==> src/rtl/debug_step_master.sv <==
// Avalon-MM initiator for the core's debug CSR port: expands READ/WRITE/STEP/SNAPSHOT
// commands into CSR bus sequences and streams the results back as 32-bit words.
module debug_step_master #(
    parameter int POLL_LIMIT = 1024
) (
    input  logic        clk,
    input  logic        reset,
    input  logic        cmd_valid,
    output logic        cmd_ready,
    input  logic [1:0]  cmd_op,
    input  logic [6:0]  cmd_addr,
    input  logic [31:0] cmd_data,
    output logic        rsp_valid,
    input  logic        rsp_ready,
    output logic [31:0] rsp_data,
    output logic        rsp_last,
    output logic        rsp_err,
    output logic [6:0]  m_address,
    output logic        m_read,
    output logic        m_write,
    output logic [31:0] m_writedata,
    input  logic [31:0] m_readdata,
    output logic        busy
);

    localparam int PW_RAW = $clog2(POLL_LIMIT + 1);
    localparam int PW     = (PW_RAW > 11) ? PW_RAW : 11;
    localparam logic [PW-1:0] POLL_MAX = PW'(POLL_LIMIT);

    localparam logic [2:0] S_IDLE    = 3'd0;
    localparam logic [2:0] S_WR      = 3'd1;
    localparam logic [2:0] S_RD      = 3'd2;
    localparam logic [2:0] S_RD_WAIT = 3'd3;
    localparam logic [2:0] S_EVAL    = 3'd4;
    localparam logic [2:0] S_RSP     = 3'd5;

    localparam logic [1:0] OP_READ  = 2'b00;
    localparam logic [1:0] OP_WRITE = 2'b01;
    localparam logic [1:0] OP_STEP  = 2'b10;

    // STEP sequence positions; SNAPSHOT uses 0..4 as its read index
    localparam logic [2:0] SQ_EN      = 3'd0;
    localparam logic [2:0] SQ_CNT     = 3'd1;
    localparam logic [2:0] SQ_POLL    = 3'd2;
    localparam logic [2:0] SQ_RB0     = 3'd3;
    localparam logic [2:0] SQ_RB_LAST = 3'd7;

    localparam logic [6:0] A_CYC_LO   = 7'h00;
    localparam logic [6:0] A_CYC_HI   = 7'h04;
    localparam logic [6:0] A_STEP_EN  = 7'h08;
    localparam logic [6:0] A_STEPS    = 7'h0C;
    localparam logic [6:0] A_INSTR_IF = 7'h10;
    localparam logic [6:0] A_VSTALL   = 7'h24;
    localparam logic [6:0] A_ICNT_LO  = 7'h28;
    localparam logic [6:0] A_ICNT_HI  = 7'h2C;

    logic [2:0]    r_state;
    logic [1:0]    r_op;
    logic [2:0]    r_seq;
    logic [31:0]   r_n;
    logic [PW-1:0] r_poll_cnt;
    logic [6:0]    r_m_address;
    logic [31:0]   r_m_writedata;
    logic [31:0]   r_rsp_data;
    logic          r_rsp_last;
    logic          r_rsp_err;

    logic          w_accept;
    logic          w_polling;
    logic          w_is_last;
    logic [2:0]    w_seq_inc;
    logic [6:0]    w_cmd_addr;

    function automatic logic seq_is_last(input logic [1:0] op, input logic [2:0] seq);
        case (op)
            OP_STEP: return seq == SQ_RB_LAST;
            2'b11:   return seq == 3'd4;
            default: return 1'b1;
        endcase
    endfunction

    // Address of the read that follows a handshaken response word
    function automatic logic [6:0] seq_addr(input logic [1:0] op, input logic [2:0] seq);
        logic [2:0] k;
        k = seq - SQ_RB0;
        if (op == OP_STEP)
            return A_INSTR_IF + {2'b00, k, 2'b00};
        case (seq)
            3'd0:    return A_CYC_LO;
            3'd1:    return A_CYC_HI;
            3'd2:    return A_ICNT_LO;
            3'd3:    return A_ICNT_HI;
            default: return A_VSTALL;
        endcase
    endfunction

    // Low address bits are dropped so every access is word aligned
    assign w_cmd_addr = {cmd_addr[6:2], cmd_addr[1:0] & 2'b00};
    assign w_accept   = cmd_valid && cmd_ready;
    assign w_polling  = (r_op == OP_STEP) && (r_seq == SQ_POLL);
    assign w_is_last  = seq_is_last(r_op, r_seq);
    assign w_seq_inc  = r_seq + 3'd1;

    always_ff @(posedge clk) begin
        if (reset) begin
            r_state       <= S_IDLE;
            r_op          <= 2'b00;
            r_seq         <= 3'd0;
            r_n           <= 32'd0;
            r_poll_cnt    <= '0;
            r_m_address   <= 7'd0;
            r_m_writedata <= 32'd0;
            r_rsp_data    <= 32'd0;
            r_rsp_last    <= 1'b0;
            r_rsp_err     <= 1'b0;
        end else begin
            case (r_state)
                S_IDLE: begin
                    if (w_accept) begin
                        r_op       <= cmd_op;
                        r_n        <= cmd_data;
                        r_seq      <= 3'd0;
                        r_poll_cnt <= '0;
                        r_rsp_last <= 1'b0;
                        r_rsp_err  <= 1'b0;
                        case (cmd_op)
                            OP_READ: begin
                                r_m_address <= w_cmd_addr;
                                r_state     <= S_RD;
                            end
                            OP_WRITE: begin
                                r_m_address   <= w_cmd_addr;
                                r_m_writedata <= cmd_data;
                                r_state       <= S_WR;
                            end
                            OP_STEP: begin
                                if (cmd_data != 32'd0) begin
                                    r_m_address   <= A_STEP_EN;
                                    r_m_writedata <= 32'd1;
                                    r_state       <= S_WR;
                                end else begin
                                    r_seq       <= SQ_RB0;
                                    r_m_address <= A_INSTR_IF;
                                    r_state     <= S_RD;
                                end
                            end
                            default: begin
                                r_m_address <= A_CYC_LO;
                                r_state     <= S_RD;
                            end
                        endcase
                    end
                end
                S_WR: begin
                    if (r_op == OP_WRITE) begin
                        r_rsp_data <= 32'd0;
                        r_rsp_last <= 1'b1;
                        r_rsp_err  <= 1'b0;
                        r_state    <= S_RSP;
                    end else if (r_seq == SQ_EN) begin
                        r_seq         <= SQ_CNT;
                        r_m_address   <= A_STEPS;
                        r_m_writedata <= r_n;
                        r_state       <= S_WR;
                    end else begin
                        r_seq       <= SQ_POLL;
                        r_m_address <= A_STEPS;
                        r_state     <= S_RD;
                    end
                end
                S_RD: begin
                    r_state <= S_RD_WAIT;
                end
                S_RD_WAIT: begin
                    r_rsp_data <= m_readdata;
                    if (w_polling) begin
                        r_poll_cnt <= r_poll_cnt + 1'b1;
                        r_state    <= S_EVAL;
                    end else begin
                        r_rsp_last <= w_is_last;
                        r_rsp_err  <= 1'b0;
                        r_state    <= S_RSP;
                    end
                end
                S_EVAL: begin
                    // rsp_data already holds the value of the poll just read
                    if (r_rsp_data == 32'd0) begin
                        r_seq       <= SQ_RB0;
                        r_m_address <= A_INSTR_IF;
                        r_state     <= S_RD;
                    end else if (r_poll_cnt < POLL_MAX) begin
                        r_state <= S_RD;
                    end else begin
                        r_rsp_last <= 1'b1;
                        r_rsp_err  <= 1'b1;
                        r_state    <= S_RSP;
                    end
                end
                S_RSP: begin
                    if (rsp_ready) begin
                        if (r_rsp_last) begin
                            r_rsp_last <= 1'b0;
                            r_rsp_err  <= 1'b0;
                            r_state    <= S_IDLE;
                        end else begin
                            r_seq       <= w_seq_inc;
                            r_m_address <= seq_addr(r_op, w_seq_inc);
                            r_state     <= S_RD;
                        end
                    end
                end
                default: begin
                    r_state <= S_IDLE;
                end
            endcase
        end
    end

    assign cmd_ready   = (r_state == S_IDLE) && !reset;
    assign busy        = (r_state != S_IDLE);
    assign m_read      = (r_state == S_RD);
    assign m_write     = (r_state == S_WR);
    assign m_address   = r_m_address;
    assign m_writedata = r_m_writedata;
    assign rsp_valid   = (r_state == S_RSP);
    assign rsp_data    = r_rsp_data;
    assign rsp_last    = r_rsp_last;
    assign rsp_err     = r_rsp_err;

endmodule

==> config.mk <==
export PLATFORM = sky130hd
export DESIGN_NAME = debug_step_master
export DESIGN_NICKNAME = d
export VERILOG_FILES = /design/src/rtl/debug_step_master.sv
export SDC_FILE = /design/constraint.sdc
export NUM_CORES = 1
export LEC_CHECK = 0
export CAP_MARGIN = 30
export CORE_MARGIN = 5
export CORE_UTILIZATION = 25
export CTS_BUF_LIST = sky130_fd_sc_hd__clkbuf_16
export DETAILED_ROUTE_END_ITERATION = 16
export SETUP_SLACK_MARGIN = 0.15
export SLEW_MARGIN = 20
export SYNTH_ARGS = -nofsm -noshare
export SYNTH_HDL_FRONTEND = slang
export SYNTH_SLANG_ARGS = --single-unit
==> constraint.sdc <==
create_clock -name clk -period 3.7 [get_ports clk]
set_input_delay 1.11 -clock clk [delete_from_list [all_inputs] [get_ports clk]]
set_output_delay 1.11 -clock clk [all_outputs]
set_load 0.02 [all_outputs]
[Word-level counts from Yosys, hierarchy flattened]
Index checks and enable logic that the tools add are counted.
Widths: inputs -> output; s select.
Word-level totals
  register bits after elaboration: 124
  bits of input ports: 77
  output and inout bits: 78
  logic and storage cells: 129
Operators by class
  add/subtract/negate cells: 4
  $lt $le $gt $ge: 1
  eq/ne operators: 30
  mux-type cells: 59
  reductions and logical operators: 25
Operators by type and width (count)
  $pmux 32 s2: 3
  $mux 32: 5
  $mux 7: 7
  $logic_not 32->1: 1
  $reduce_bool 32->1: 1
  $mux 3: 10
  $pmux 7 s4: 1
  $pmux 6 s4: 1
  $mux 11: 2
  $pmux 11 s2: 1
  $pmux 3 s6: 1
  $mux 1: 16
  $ne 2x2->1 const B: 8
  $eq 3x2->1 const B: 5
  $pmux 7 s2: 1
  $eq 3x3->1 const B: 4
  $pmux 3 s4: 1
  $reduce_and 6->1: 2
  $add 11x1->11 const B: 1
  $lt 11x11->1 const B: 1
  $mux 2: 5
  $pmux 1 s5: 2
  $logic_not 3->1: 3
  $ne 2x1->1 const B: 4
  23 further kinds: 33

[Longest topological paths before layout]
Gate-level depths: netlist of run 1.
  depth after elaboration: 10
  depth in mapped cells: 10

[Worst setup path after synthesis of run 1]
Ideal clock, no wire load.
  kind: in2out
  start: input port reset
  end: output port cmd_ready
  data arrival time: 1.977 ns
  data required time: 2.590 ns
  slack: 0.613 ns
  stages: 4
  cells stage by stage: buf_2 clkbuf_1 buf_1 nor2_1
Between the ends
  cells in the longest elaborated chain, start to end: 2
Ends and longest elaborated chain
  from (decl): line 7  | input logic reset,
  $logic_not 1->1: line 219  | assign cmd_ready = (r_state == S_IDLE) && !reset;
  $logic_and 1x1->1: line 219
  to (decl): line 9  | output logic cmd_ready,
No other way between the ends.

[Worst setup path in the final report of run 1]
  start: register r_state[1]
  end: output port rsp_valid
Between the ends
  cells in the longest elaborated chain, start to end: 1
Ends and longest elaborated chain
  from (decl): line 57  | logic [2:0] r_state;
  from (signal assigned): line 106  | r_state <= S_IDLE;
  from (signal assigned): line 129  | r_state <= S_RD;
  from (signal assigned): line 134  | r_state <= S_WR;
  $eq 3x3->1: line 225  | assign rsp_valid = (r_state == S_RSP);
  to (decl): line 13  | output logic rsp_valid,
No other way between the ends.

==> results.md, run 1 <==
- Outcome: finished clean
- Yosys Warn Count: 0
- First-pass GRT wire length: 28300 µm
- Share of total power consumed by net switching: approximately 30%
- Highest attainable clock frequency: ~300 MHz
- Crit. End Element: output pin
- Final design utilization: 35.8%
- Critical path's top delay family: buffers and inverters
- Number of clock sinks seen by CTS: 122
- Post-detailed-route count of antenna-violating nets: 0
- Post-Layout Cell Count: between 1000 and 1500
- Deepest level of the CTS H-tree: 4
- Cell count after placement: 1063
- Critical path required time: 2.59 ns
- Count of cell types in the netlist: a little over 50
- Register-to-register setup slack: 1.24 ns
- TritonCTS clock tree: yes
- # nets final: 892
- Total global-route track usage: between 10% and 20%
- Critical path type: reg -> out
- Area of the multi-input gates: 0.00287 mm²
- Cells resized by post-CTS repair: 0
- Worst-skew pair later-pin latency: 0.41 ns
- DR DRC count: 0
- Worst Max-Slew Pin Slew: ~0.92 ns
- Number of buffer and inverter stages on the critical path: 2
- Crit path cell chain: nand2b_1, or2_1, inv_2, clkdlybuf4s50_1
- Post-layout total power: 3.81 mW
- Diode insertion count for antenna repair: 0
- CP Max Fanout: 14
- Largest net degree at the start of global routing: 79
- Number of antenna violations at the first check in global routing: 1
- Post-cts hold buffer count: 0
- Fin. max-slew vios: 0
- Fin. Hold Viols: 0
- Final instance area: 0.00787 mm²
- Setup clock skew after layout: roughly 0.013 ns
- Number of detailed-routing iterations run before antenna repair: 5
- Layout filler cell count: 2257
- Most common cell after layout, fill and taps aside: clkdlybuf4s50_1
- Post-CTS Repair Setup Buffers: 0
- Final Wtd Congestion: 0.841
- Fraction of synthesis flops using an asynchronous set or reset pin: 0%
- Detailed-route vias per instance: about 4.9
- Seq/Total Area, Yosys: a little over two fifths
- Maximum clock insertion buffer count: 2
- Mapped Avg Cell Area: 8.29 µm²
- Routed WL: roughly 18000 µm
- Share of total power in the clock network: 40.7%
- Commonest non-fill, non-tap cells in the layout: clkdlybuf4s50_1 (149), dfxtp_1 (122), a21oi_1 (77), nand2_1 (77), nor2_1 (59)
- Fraction of final layout cells with drive strength greater than 1: 6.87%
- Clock root buffer: clkbuf_16
- Hold crit path type: reg -> reg
- CTS buffer count: 17
- Net Sw Power: 1.13 mW
- Time the worst path needs with I/O delays and setup: between 3 and 4 ns
- Sequential cell area: 0.00244 mm²
- Clock slew at reported path FFs: 0.06 ns
- Die area: 0.0255 mm²
- Routed via count: 5339
- Arrival time at the worst endpoint: 2.25 ns
- Total number of placement rows: 54
- Internal power consumption: between 2 and 3 mW
- Synth Flop Type: dfxtp_1
- Effective utilization at floorplan: 25.5%
- Worst stage delay on the critical path: around 0.6 ns
- Horizontal die dimension: roughly 160 µm
- WL/cell: 16.2 µm
- Total gr overflow: 0
- Register share of total power: 39.3%
- Number of failing setup endpoints in the final timing report: 0
- Final TNS setup: 0 ns
- Number of cells produced by synthesis: ~680
- Post-synth EDFFs: 0
- Via count of the first global-routing pass: 5018
- Core Box Area: 0.0220 mm²
- DIE HEIGHT: approximately 160 µm
- Kind of launch point of the worst setup path: flop
- Final worst path period share: 90.9%
- Count of pins on the block boundary: 155
- Master of the slowest instance on the critical path: clkdlybuf4s50_1
- Initial drt markers: 329
- Cell area reported after detailed placement: 0.00731 mm²
- #FFs+latches synth: 122
- Pwr dens: 484 mW/mm²
- Layout-stage area growth over the synthesis result: 40.5%
- Peak ir drop on the vdd network: 0.248 mV
- Remaining max-slew budget at the tightest pin: between 30% and 40%
- Combinational Power Share: 20.0%
- Count of buffers from port buffering: 150
- Netlist area before placement: roughly 0.0056 mm²
- Unrepaired setup endpoints after global routing: no
- MaxCap Viol Count: 0
- Final HPWL from detailed placement: around 12000 µm
- Leakage: 2.75 nW
-- kinds of logic after synthesis --
| family | after synthesis | synth area share (%) |
|---|---|---|
| buf+inv | 68 | 5.39 |
| xor+xnor | 10 | 1.56 |
| flops | 122 | 43.6 |
| mux | 3 | 0.536 |
| compound gates | 217 | 24.2 |
| fa+ha+maj | 13 | 2.91 |
| simple gates | 241 | 21.7 |
| other cells | 1 | 0.0670 |
-- metrics by stage --
step / worst slack [ns] / hold slack, ns
after floorplan: 0.613 / 0.436
after global placement: 0.410 / 0.445
after detailed placement: 0.333 / 0.451
after CTS: 0.331 / 0.461
after global routing: 0.210 / 0.474
final: 0.336 / 0.457
-- final cells by class --
cell class                      count  area share, %
Tap cell                          280           4.45
Multi-Input combinational cell    486           36.5
Clock inverter                     15           1.62
Sequential cell                   122           31.0
Timing Repair Buffer              163           20.4
Clock buffer                       17           5.41
Inverter                           12          0.573
-- registers in the layout (all words and copies together), names as in the netlist --
signal / count
r_op: 2
rsp_last: 1
r_n: 32
r_state: 3
m_writedata: 32
r_seq: 3
m_address: 5
rsp_data: 32
r_poll_cnt: 11
rsp_err: 1
-- final timing paths --
check                     startpoint                        end  cells past startpoint
min             r_n[31]$_SDFFE_PP0P_       r_n[31]$_SDFFE_PP0P_                      2
min reg2reg     r_n[31]$_SDFFE_PP0P_       r_n[31]$_SDFFE_PP0P_                      2
max          r_state[1]$_SDFFE_PP0P_                  rsp_valid                      4
max reg2reg  r_state[0]$_SDFFE_PP0P_  rsp_data[23]$_SDFFE_PP0P_                      7
-- cells in the mapped netlist (13+ instances only) --
library cell	count	area [µm²]
nor2_1	60	225
dfxtp_1	122	2440
ha_1	13	163
nor4_1	17	106
clkbuf_1	36	135
o21ai_0	41	205
nor3_1	13	65.1
nand2_1	77	289
a21oi_1	78	390
nor3b_1	32	240
a22oi_1	34	255
a211oi_1	35	263
-- per-layer routing --
| metal | track usage, % | vias to the layer above | wire length, µm |
|---|---|---|---|
| li1 | - | 2699 | - |
| met5 | 0 | - | 0 |
| met1 | 18.3 | 2497 | 8400 |
| met4 | 3.75 | 0 | 221 |
| met2 | 21.8 | 128 | 8310 |
| met3 | 3.30 | 15 | 809 |
-- power by group through the flow --
stage          combinational (mW)  sequential [mW]  clock (mW)
6_report                    0.762             1.50        1.55
5_1_grt                     0.836             1.51        1.68
4_1_cts                     0.770             1.50        1.61
3_5_place_dp                0.767             1.52           0
3_3_place_gp                0.760             1.52           0
2_1_floorplan               0.387             1.57           0
-- worst min-delay path, cell delays in order, from the launching register on --
cell and delay (ns):
dfxtp_1 0.31, nand2_1 0.05, o21ai_0 0.06
No activity file was read; power rests on OpenSTA's default activity.
==> run 2, diff against run 1 <==
--- a/config.mk
+++ b/config.mk
@@ -5,6 +5,7 @@
 export SDC_FILE = /design/constraint.sdc
 export NUM_CORES = 1
 export LEC_CHECK = 0
+export ABC_CLOCK_PERIOD_IN_PS = 3700
 export CAP_MARGIN = 30
 export CORE_MARGIN = 5
 export CORE_UTILIZATION = 25
==> results of run 2 <==
The final DEF is identical to that of run 1; final timing and power are the same.
==> run 3, diff against run 2 <==
--- a/config.mk
+++ b/config.mk
@@ -6,11 +6,12 @@
 export NUM_CORES = 1
 export LEC_CHECK = 0
 export ABC_CLOCK_PERIOD_IN_PS = 3700
-export CAP_MARGIN = 30
+export CAP_MARGIN = 15
 export CORE_MARGIN = 5
 export CORE_UTILIZATION = 25
 export CTS_BUF_LIST = sky130_fd_sc_hd__clkbuf_16
 export DETAILED_ROUTE_END_ITERATION = 16
+export MAX_ROUTING_LAYER = met4
 export SETUP_SLACK_MARGIN = 0.15
 export SLEW_MARGIN = 20
 export SYNTH_ARGS = -nofsm -noshare
==> run 3 against run 2 <==
  * Flip-flop and latch count unchanged
  * Setup slack better by 0.0046 ns
  * Combinational power about the same
  * Maximum frequency up 0.14%
  * Hold slack worse by 0.0014 ns
==> results.md, run 3 (synthesis gave the netlist of run 1 again) <==
- Total gr overflow: 0 (unchanged)
- Remaining max-slew budget at the tightest pin: 37.1% (was 38.4%)
- Leakage: 2.75 nW (unchanged)
- DR DRC count: 0 (unchanged)
- CTS buffer count: 17 (unchanged)
- Count of buffers from port buffering: 150 (unchanged)
- Final design utilization: 35.8% (unchanged)
- Diode insertion count for antenna repair: 0 (unchanged)
- Maximum clock insertion buffer count: 2 (unchanged)
- Arrival time at the worst endpoint: 2.25 ns (about the same)
- Number of antenna violations at the first check in global routing: 1 (unchanged)
- Highest attainable clock frequency: 298 MHz (was 297 MHz)
- DIE HEIGHT: 160 µm (unchanged)
- Crit. End Element: output pin (unchanged)
- Total global-route track usage: 14.0% (was 13.6%)
- Met1 capacity usage during global routing: 18.6% (was 18.3%)
- Initial drt markers: 340 (was 329)
- Area of the multi-input gates: 0.00287 mm² (unchanged)
- Critical path required time: 2.59 ns (about the same)
- Layout filler cell count: 2257 (unchanged)
- Die area: 0.0255 mm² (unchanged)
- Count of pins on the block boundary: 155 (unchanged)
- MaxCap Viol Count: 0 (unchanged)
- Number of clock sinks seen by CTS: 122 (unchanged)
- Via count of the first global-routing pass: 5012 (was 5018)
- Fin. Hold Viols: 0 (unchanged)
- Total number of placement rows: 54 (unchanged)
- Worst-skew pair later-pin latency: 0.41 ns (about the same)
- Horizontal die dimension: 160 µm (unchanged)
- Hold crit path type: reg -> reg (unchanged)
- Met3 track demand over resource: 2.99% (was 3.30%)
- Critical path type: reg -> out (unchanged)
- Final TNS setup: 0 ns (unchanged)
- Deepest level of the CTS H-tree: 4 (unchanged)
- Setup clock skew after layout: 0.0126 ns (was 0.0128 ns)
- Crit path cell chain: nand2b_1, or2_1, inv_2, clkdlybuf4s50_1 (unchanged)
- Unrepaired setup endpoints after global routing: no (unchanged)
- Layout-stage area growth over the synthesis result: 40.5% (unchanged)
- Largest net degree at the start of global routing: 79 (unchanged)
- Peak ir drop on the vdd network: 0.249 mV (was 0.248 mV)
- Most common cell after layout, fill and taps aside: clkdlybuf4s50_1 (unchanged)
- Final worst path period share: 90.8% (was 90.9%)
- Final HPWL from detailed placement: 12100 µm (unchanged)
- Clock slew at reported path FFs: 0.06 ns (about the same)
- WL/cell: 16.2 µm (about the same)
- Number of detailed-routing iterations run before antenna repair: 7 (was 5)
- Final Wtd Congestion: 0.854 (was 0.841)
- Core Box Area: 0.0220 mm² (unchanged)
- Routed via count: 5388 (was 5339)
- Fin. max-slew vios: 0 (unchanged)
- Post-CTS Repair Setup Buffers: 0 (unchanged)
- Time the worst path needs with I/O delays and setup: 3.36 ns (about the same)
- Worst stage delay on the critical path: 0.61 ns (about the same)
- Kind of launch point of the worst setup path: flop (unchanged)
- Met2 usage in global routing: 21.7% (was 21.8%)
- TritonCTS clock tree: yes (unchanged)
- Effective utilization at floorplan: 25.5% (unchanged)
- Detailed-route vias per instance: 4.92 (was 4.88)
- Post-detailed-route count of antenna-violating nets: 0 (unchanged)
- Fraction of final layout cells with drive strength greater than 1: 6.87% (unchanged)
- Tightest hold margin: 0.455 ns (was 0.457 ns)
- Commonest non-fill, non-tap cells in the layout: clkdlybuf4s50_1 (149), dfxtp_1 (122), a21oi_1 (77), nand2_1 (77), nor2_1 (59) (unchanged)
- Clock root buffer: clkbuf_16 (unchanged)
- Master of the slowest instance on the critical path: clkdlybuf4s50_1 (unchanged)
- Routed WL: 17800 µm (was 17700 µm)
- Worst Max-Slew Pin Slew: 0.943 ns (was 0.924 ns)
- Sequential cell area: 0.00244 mm² (unchanged)
- # nets final: 892 (unchanged)
- Cells resized by post-CTS repair: 0 (unchanged)
- First-pass GRT wire length: 28300 µm (about the same)
- Busiest layer in global routing: met2 (unchanged)
- CP Max Fanout: 14 (unchanged)
- Post-cts hold buffer count: 0 (unchanged)
- Outcome: finished clean (unchanged)
- Number of failing setup endpoints in the final timing report: 0 (unchanged)
- Pwr dens: 485 mW/mm² (was 484 mW/mm²)
[run 3: worst max-delay path, delay by kind of cell, from the launching register on]
kind | cells | cell delay (ns)
buf+inv | 2 | 0.75
simple gates | 2 | 0.64
flops | 1 | 0.45
[run 3: worst paths after layout]
kind / start / depth (start not counted) / slack (ns) / to
worst max-delay path: r_state[1]$_SDFFE_PP0P_ / 4 / 0.34 / rsp_valid
worst min-delay path: r_n[20]$_SDFFE_PP0P_ / 2 / 0.46 / r_n[20]$_SDFFE_PP0P_
worst max register to register: r_state[0]$_SDFFE_PP0P_ / 7 / 1.23 / rsp_data[23]$_SDFFE_PP0P_
worst min register to register: r_n[20]$_SDFFE_PP0P_ / 2 / 0.46 / r_n[20]$_SDFFE_PP0P_
[run 3: through the flow]
stage	std cells	setup WS [ns]	power (mW)	instance area (µm²)
after floorplan	676	0.613	1.96	5600
after global placement	1063	0.410	2.28	7310
after detailed placement	1063	0.333	2.29	7310
after CTS	1095	0.331	3.87	7870
after global routing	1095	0.210	4.02	7870
final	1095	0.341	3.81	7870
[run 3: power breakdown]
group / internal, mW / total, mW / switching [mW] / leakage [nW]
Clock: 0.922 / 1.56 / 0.634 / 0.259
Combinational: 0.342 / 0.763 / 0.421 / 1.49
Sequential: 1.42 / 1.50 / 0.0752 / 0.995
[run 3: per-layer routing]
| layer | vias to the layer above | wire length, µm |
|---|---|---|
| met1 | 2533 | 8490 |
| met3 | 17 | 674 |
| met2 | 128 | 8390 |
| met5 | - | 0 |
| li1 | 2710 | - |
| met4 | 0 | 219 |
[run 3: area by class of cell]
| cell class | instances | area share, % |
|---|---|---|
| clock buffers | 17 | 5.41 |
| repair buffers | 163 | 20.4 |
| multi-input cells | 486 | 36.5 |
| well taps | 280 | 4.45 |
| clock inverters | 15 | 1.62 |
| flip-flops and latches | 122 | 31.0 |
| inverters | 12 | 0.573 |
